<file path="config.mk">
export PLATFORM = sky130hd
export DESIGN_NAME = regfile_write_arbiter
export DESIGN_NICKNAME = d
export VERILOG_FILES = /design/src/rtl/regfile_write_arbiter.sv
export SDC_FILE = /design/constraint.sdc
export NUM_CORES = 1
export LEC_CHECK = 0
export ABC_AREA = 1
export BUFFER_PORTS_ARGS = -buffer_cell sky130_fd_sc_hd__buf_2
export CAP_MARGIN = 20
export CORE_UTILIZATION = 25
export CTS_CLUSTER_DIAMETER = 30
export DETAILED_ROUTE_END_ITERATION = 10
export GPL_TIMING_DRIVEN = 0
export PLACE_DENSITY_LB_ADDON = 0.3
export SYNTH_ARGS = -nofsm -noshare
export SYNTH_HDL_FRONTEND = slang
export SYNTH_SLANG_ARGS = --single-unit
</file>
<file path="constraint.sdc">
create_clock -name clk -period 2.4 [get_ports clk]
set_clock_uncertainty 0.1 [all_clocks]
set_input_delay 0.6 -clock clk [delete_from_list [all_inputs] [get_ports clk]]
set_output_delay 0.6 -clock clk [all_outputs]
set_load 0.05 [all_outputs]
</file>
<file path="src/rtl/regfile_write_arbiter.sv">
// Purpose: shares the register file's single write port between the WB stage
//          and the long-latency unit (LU). WB has default priority. A wait
//          counter bounds LU starvation by forcing one WB stall cycle.
//          A per-register pending scoreboard flags in-flight LU destinations
//          for decode RAW-hazard stalls.
// Latency: zero; write-port outputs are combinational from the current grant,
//          and the register file commits on the same rising edge.
// Backpressure: wb_ready drops only in FORCE. lu_ready rises only on an
//          LU grant. During reset every output is held low.
//
// Ports:
//   clk, reset                   clock, synchronous active-high reset
//   wb_valid/wb_reg/wb_data      WB write request
//   wb_ready                     WB write accepted (pipeline freezes when low)
//   lu_valid/lu_reg/lu_data      LU result; held stable until lu_ready
//   lu_ready                     LU write accepted this cycle
//   lu_issue/lu_issue_reg        LU op issued; marks its destination pending
//   rs_addr/rt_addr              decode source registers
//   rs_busy/rt_busy              source has a pending LU write
//   WriteEnable/WriteReg/WriteData  register file write port
//
// Optional build macro REGFILE_ARB_STATS_EN adds the saturating 16-bit
// counters stat_wb_grants, stat_lu_grants and stat_forced.

module regfile_write_arbiter #(
    parameter int RL           = 5,
    parameter int DL           = 32,
    parameter int STARVE_LIMIT = 4
) (
    input  logic          clk,
    input  logic          reset,

    input  logic          wb_valid,
    input  logic [RL-1:0] wb_reg,
    input  logic [DL-1:0] wb_data,
    output logic          wb_ready,

    input  logic          lu_valid,
    input  logic [RL-1:0] lu_reg,
    input  logic [DL-1:0] lu_data,
    output logic          lu_ready,

    input  logic          lu_issue,
    input  logic [RL-1:0] lu_issue_reg,

    input  logic [RL-1:0] rs_addr,
    input  logic [RL-1:0] rt_addr,
    output logic          rs_busy,
    output logic          rt_busy,

    output logic          WriteEnable,
    output logic [RL-1:0] WriteReg,
    output logic [DL-1:0] WriteData
`ifdef REGFILE_ARB_STATS_EN
    ,
    output logic [15:0]   stat_wb_grants,
    output logic [15:0]   stat_lu_grants,
    output logic [15:0]   stat_forced
`endif
);

    localparam int          NREGS   = 2 ** RL;
    localparam logic [3:0]  W_LIMIT = 4'(STARVE_LIMIT);

    typedef enum logic [1:0] {
        S_IDLE  = 2'd0,
        S_WAIT  = 2'd1,
        S_FORCE = 2'd2
    } state_t;

    state_t             r_state;
    logic [3:0]         r_wait_cnt;
    logic [NREGS-1:0]   r_pend;

    logic               w_in_force;
    logic               w_lu_grant;
    logic               w_wb_ready;
    logic               w_wb_grant;
    logic               w_both;
    logic [3:0]         w_cnt_inc;
    logic               w_enter_force;
    logic [NREGS-1:0]   w_set_mask;
    logic [NREGS-1:0]   w_clr_mask;

    // ------------------------------------------------------------------
    // Grant decision. Outside FORCE, IDLE and WAIT grant the same way:
    // the LU wins only when WB has nothing to write, and WB is always
    // ready. The states differ only in how the wait counter advances.
    // ------------------------------------------------------------------
    assign w_in_force = (r_state == S_FORCE);
    assign w_lu_grant = !reset && lu_valid && (w_in_force || !wb_valid);
    assign w_wb_ready = !reset && !w_in_force;
    assign w_wb_grant = w_wb_ready && wb_valid;

    assign wb_ready   = w_wb_ready;
    assign lu_ready   = w_lu_grant;

    // Write-port mux. A grant to $zero still completes its handshake,
    // but it never raises WriteEnable.
    always_comb begin
        WriteEnable = 1'b0;
        WriteReg    = '0;
        WriteData   = '0;
        if (w_lu_grant) begin
            WriteEnable = (lu_reg != '0);
            WriteReg    = lu_reg;
            WriteData   = lu_data;
        end else if (w_wb_grant) begin
            WriteEnable = (wb_reg != '0);
            WriteReg    = wb_reg;
            WriteData   = wb_data;
        end
    end

    // ------------------------------------------------------------------
    // Starvation tracking. The first refusal (in IDLE) loads the counter
    // with 1. Each further refusal in WAIT increments it. The cycle on
    // which it reaches the limit moves the FSM into FORCE.
    // ------------------------------------------------------------------
    assign w_both        = lu_valid && wb_valid;
    assign w_cnt_inc     = (r_state == S_IDLE) ? 4'd1 : (r_wait_cnt + 4'd1);
    assign w_enter_force = !reset && w_both && !w_in_force && (w_cnt_inc >= W_LIMIT);

    always_ff @(posedge clk) begin
        if (reset) begin
            r_state    <= S_IDLE;
            r_wait_cnt <= 4'd0;
        end else begin
            case (r_state)
                S_IDLE: begin
                    if (w_both) begin
                        r_wait_cnt <= w_cnt_inc;
                        r_state    <= w_enter_force ? S_FORCE : S_WAIT;
                    end
                end
                S_WAIT: begin
                    // Covers both an LU grant (WB idle) and an LU that
                    // withdrew its request (protocol violation).
                    if (!w_both) begin
                        r_wait_cnt <= 4'd0;
                        r_state    <= S_IDLE;
                    end else begin
                        r_wait_cnt <= w_cnt_inc;
                        r_state    <= w_enter_force ? S_FORCE : S_WAIT;
                    end
                end
                S_FORCE: begin
                    r_wait_cnt <= 4'd0;
                    r_state    <= S_IDLE;
                end
                default: begin
                    r_wait_cnt <= 4'd0;
                    r_state    <= S_IDLE;
                end
            endcase
        end
    end

    // ------------------------------------------------------------------
    // Pending scoreboard. A new issue to the same register as a
    // completing LU write means another op is now in flight, so set
    // overrides clear. Register 0 is never marked.
    // ------------------------------------------------------------------
    always_comb begin
        w_set_mask = '0;
        w_clr_mask = '0;
        for (int i = 1; i < NREGS; i++) begin
            w_set_mask[i] = lu_issue && (lu_issue_reg == RL'(i));
            w_clr_mask[i] = w_lu_grant && (lu_reg == RL'(i));
        end
    end

    always_ff @(posedge clk) begin
        if (reset) begin
            r_pend <= '0;
        end else begin
            r_pend <= (r_pend & ~w_clr_mask) | w_set_mask;
        end
    end

    assign rs_busy = !reset && (rs_addr != '0) && r_pend[rs_addr];
    assign rt_busy = !reset && (rt_addr != '0) && r_pend[rt_addr];

`ifdef REGFILE_ARB_STATS_EN
    // ------------------------------------------------------------------
    // Saturating event counters.
    // ------------------------------------------------------------------
    logic [15:0] r_stat_wb;
    logic [15:0] r_stat_lu;
    logic [15:0] r_stat_force;

    always_ff @(posedge clk) begin
        if (reset) begin
            r_stat_wb    <= 16'd0;
            r_stat_lu    <= 16'd0;
            r_stat_force <= 16'd0;
        end else begin
            if (w_wb_grant && (r_stat_wb != 16'hFFFF))
                r_stat_wb <= r_stat_wb + 16'd1;
            if (w_lu_grant && (r_stat_lu != 16'hFFFF))
                r_stat_lu <= r_stat_lu + 16'd1;
            if (w_enter_force && (r_stat_force != 16'hFFFF))
                r_stat_force <= r_stat_force + 16'd1;
        end
    end

    assign stat_wb_grants = r_stat_wb;
    assign stat_lu_grants = r_stat_lu;
    assign stat_forced    = r_stat_force;
`endif

endmodule

</file>
After elaboration in Yosys (flattened, before gate mapping). Cells that the tools add are included.

Add/sub/neg operators: 1. Order comparisons: 3. Equal/unequal tests: 65. Muxes and demuxes: 18. Bitwise gates (word level): 3. Reduce and logical (&&, ||, !) cells: 83.

Operators with widths (count): $eq 5x5->1 const B (32); $eq 5x4->1 const B (16); $logic_and 1x1->1 (74); $mux 32 (2); $eq 5x3->1 const B (8); $and 32x32->32 (1); $not 32->32 (1); $or 32x32->32 (1); $eq 5x2->1 const B (4); $reduce_bool 5->1 (4); $lt 5x6->1 const B (2); $mux 4 (3); $bmux 1 s5 (2); $eq 5x1->1 const B (2); $mux 5 (2); $pmux 4 s2 (1); $mux 2 (3); $add 4x1->4 const B (1); $ge 4x3->1 const B (1); $mux 1 (4); $pmux 2 s2 (1); $logic_not 1->1 (3); $eq 2x1->1 const B (1); $eq 2x2->1 const B (1); other kinds (3) (3).

Register bits: 38. Input bits: 94. Output and inout bits: 42. Logic and storage cells: 176.

Longest topological paths before layout.
Depth in word-level cells: 7. Mapped depth: 11. Depth with buffers taken out: 10.

Least setup slack after synthesis. Ideal clock, no wire load.

Kind: input to output. From: in reset. To: out WriteReg[0]. Arrival time: 2.299 ns. Required time: 1.700 ns. Path slack: -0.599 ns. Stages: 6. Buffers on the path: 3. Cell sequence: buf_2 inv_2 nand3_2 buf_6 buf_6 o21ai_0.

Longest elaborated chain between the ends: 5. Elaborated cells between the ends (all ways): 7. Those cells by class: 2 x mux; 5 x reduce/logical.

Ends and longest elaborated chain: start: declaration (line 31) `input logic reset,`; $logic_not 1->1 (*) (line 91, 92); $logic_and 1x1->1 (line 92) `assign w_wb_ready = !reset && !w_in_force;`; $logic_and 1x1->1 (line 93) `assign w_wb_grant = w_wb_ready && wb_valid;`; $mux 5 (line 108) `end else if (w_wb_grant) begin`; $mux 5 (*) (line 104) `if (w_lu_grant) begin`; end: declaration (line 52) `output logic [RL-1:0] WriteReg,`.

Mark *: on every way between the ends. The rest lies on a longest branch, timed or not.

Final worst setup path.
From: in rt_addr[0]. To: out rt_busy.

Longest elaborated chain between the ends: 3. Elaborated cells between the ends (all ways): 5. Those cells by class: 2 x mux; 3 x reduce/logical.

Ends and longest elaborated chain: start: declaration (line 47) `input logic [RL-1:0] rt_addr,`; $bmux 1 s5 or $reduce_bool 5->1 (tied branches) (line 182) `assign rt_busy = !reset && (rt_addr != '0) && r_pend[rt_addr];`; $mux 1 (not written as such) or $logic_and 1x1->1 (tied branches) (line 182); $logic_and 1x1->1 (*) (line 182); end: declaration (line 49) `output logic rt_busy,`.

Mark *: on every way between the ends. The rest lies on a longest branch, timed or not. The select of a mux whose other input is x is not followed.

==> results.ini <==
[synthesis]
ys_types=30
netlist_area_sq_mm=0.00287
synth_area_leader_cell=dfxtp_1
avgSynthCellArea_sq_um=6.14
synth_seq_cells=37
yosysSeqAreaShare_pct=25.8
synth_fp_nets=563
synth_top_cell_area_share_pct=25.8
ys.warnings.count=0
synth_area_leaders=dfxtp_1, nand2_1, a22o_1
synthCells=468

[sta]
fin_crit_ps=2380
fmax_ghz=0.421
worst_slew_pin_slew_ps=586
post-route-period-util_pct=99.0
fin_tns_setup_ps=0
max_slew_margin_pct=61.0
drv_slew=0
rsz0062_at_grt=true
hold_viol=0
setup-violations-final=0

[detailed_routing]
routed_wl_um=12500
drc_errors=0
wl_met3_um=790
route.detailed.wl_per_inst_um=16.4
dr.pass1.iters=5
route.met2.wl_um=6180
routed.top_layer=met4
initialDrtViolationCount=246
wl_met1_um=5120
vias_per_cell=5.04
vias=3821
detail-route-antenna-nets=0

[layout]
final_nets=707
multi_input_area_sq_mm=0.00187
fill_cells=1230
syn2layout_area_growth_pct=46.9
layout.area.seq_sq_um=743
final_cell_count_no_fill=758
drive_gt1_share_pct=34.4

[floorplanning]
dieHeight_um=109
die-area_sq_mm=0.0119
core_area_sq_mm=0.0110
dieWidth_um=109
initial_core_util_pct=26.0
ios=136
rows=38

[setup_path]
critPathMaxFanout=6
worstSetupEndpointType=output pin
crit_chain=buf_8, buf_6, or2_2, nand3_2, nand3_2, nand3_1, nand3_1, nand2_2, nor2_4, buf_8
cp_slowest_stage_delay_ps=280
crit_arrival_ps=1680
required_ps=1700
criticalPathCategory=in -> out
start_kind=input port
cp_slowest_cell=or2_2

[cts]
cts_hold_buf=0
numCtsBuffers=5
htree_levels=2
tritoncts=yes
clock_path_buffers=2
root_buffer=clkbuf_16
insertion_delay_ps=280
cts.clk_slew.worst_paths_ps=60
cts.sinks=37

[power]
power_density_mw_per_mm2=447
peakVddDrop_v=0.000278
power_leakage_nw=1.96

[grt]
grt_antenna_before_repair=5
grt-ovfl-total=0
grt_max_degree=13
grtUsageTotal_pct=20.5
grt_pass1_wl_um=18500
grt_pass1_vias=3632

[run_status]
status=finished, final reports clean

[place]
gp_congestion=0.927
place_inst=738
hpwlAfterDp_um=9930
place.port_buffers=130

[min_path]
hold_path.class=reg -> reg

[flow_run]
drv_cap=0

[cells by family (layout without fill, tap and decap cells)]
group	after synthesis	in the layout	share of synthesized area, %
flops	37	37	25.8
other cells	0	5	0
compound gates	110	110	26.1
fa+ha+maj	1	1	0.435
buf+inv	78	223	11.9
xor+xnor	2	2	0.610
simple gates	240	240	35.1
[layout make-up]
| type | instances | share of cell area [%] |
|---|---|---|
| Clock buffer | 5 | 2.97 |
| Sequential cell | 37 | 17.6 |
| Multi-Input combinational cell | 353 | 44.4 |
| Tap cell | 140 | 4.15 |
| Timing Repair Buffer | 137 | 19.9 |
| Buffer | 25 | 5.22 |
| Inverter | 53 | 5.07 |
| Antenna cell | 5 | 0.297 |
| Clock inverter | 3 | 0.415 |
[metal layers]
| metal | vias to the layer above | global-route usage, % |
|---|---|---|
| met5 | - | 0 |
| met4 | 0 | 10.6 |
| met1 | 1752 | 24.3 |
| met3 | 21 | 2.33 |
| met2 | 185 | 36.2 |
| li1 | 1863 | - |
[sequential cells by signal, summed over array words and instances, names as in the netlist]
name        cells
r_pend         31
r_state         2
r_wait_cnt      4
[path summary, 6_finish.rpt]
path | startpoint | end | slack [ps] | depth (start not counted)
max | rt_addr[0] | rt_busy | 20 | 10
min | r_pend[5]$_SDFF_PP0_ | r_pend[5]$_SDFF_PP0_ | 370 | 2
max reg2reg | r_state[0]$_SDFFE_PP0P_ | r_pend[9]$_SDFF_PP0_ | 870 | 8
min reg2reg | r_pend[5]$_SDFF_PP0_ | r_pend[5]$_SDFF_PP0_ | 370 | 2
[through the flow]
step	hold WS [ps]	utilization (%)	instance area, sq um	setup WS (ps)	power, mW
2_1_floorplan	344	-	2910	-276	1.01
3_3_place_gp	356	33.8	3730	-171	1.19
3_5_place_dp	362	33.8	3730	-184	1.19
4_1_cts	369	36.7	4050	-20.9	1.86
5_1_grt	397	38.2	4220	-56.0	1.96
6_report	367	38.2	4220	24.8	1.89
[critical path, delay by kind of cell]
kind | cells | cell delay [ps]
buf+inv | 3 | 360
simple gates | 7 | 710
[repair_timing]
| item | 4_1_cts | 5_1_grt |
|---|---|---|
| gates cloned | 2 | 2 |
| pin swaps | 3 | 12 |
| resized for setup | 58 | 42 |
| buffers inserted | 1 | 2 |
| endpoints found under the setup margin | 37 | 36 |
[synthesized netlist by cell type, drive strengths merged]
cell,count
clkbuf,5
nor4,1
o31ai,15
nand2,149
xnor2,1
xor2,1
or2,4
nand4,3
nor2,32
inv,53
dfxtp,37
buf,20
nand3,50
o211ai,2
ha,1
o22ai,2
o21ai,22
nor3,1
a21oi,35
a211oi,2
a22o,32
[layout by cell type (no fill, tap or decap), drive strengths merged, types with 5 or more instances in the layout]
master	synthesis	final
nand3	50	50
o31ai	15	15
buf	20	150
inv	53	53
nor2	32	32
nand2	149	149
a21oi	35	35
a22o	32	32
clkbuf	5	17
o21ai	22	22
dfxtp	37	37
diode	0	5
[where the power goes]
part	total (mW)	leakage (nW)	switching, mW	internal, mW
Clock	0.632	0.0696	0.252	0.380
Sequential	0.632	0.300	0.00917	0.623
Combinational	0.622	1.59	0.397	0.225
Total	1.89	1.96	0.658	1.23
No activity file was read; power rests on OpenSTA's default activity.
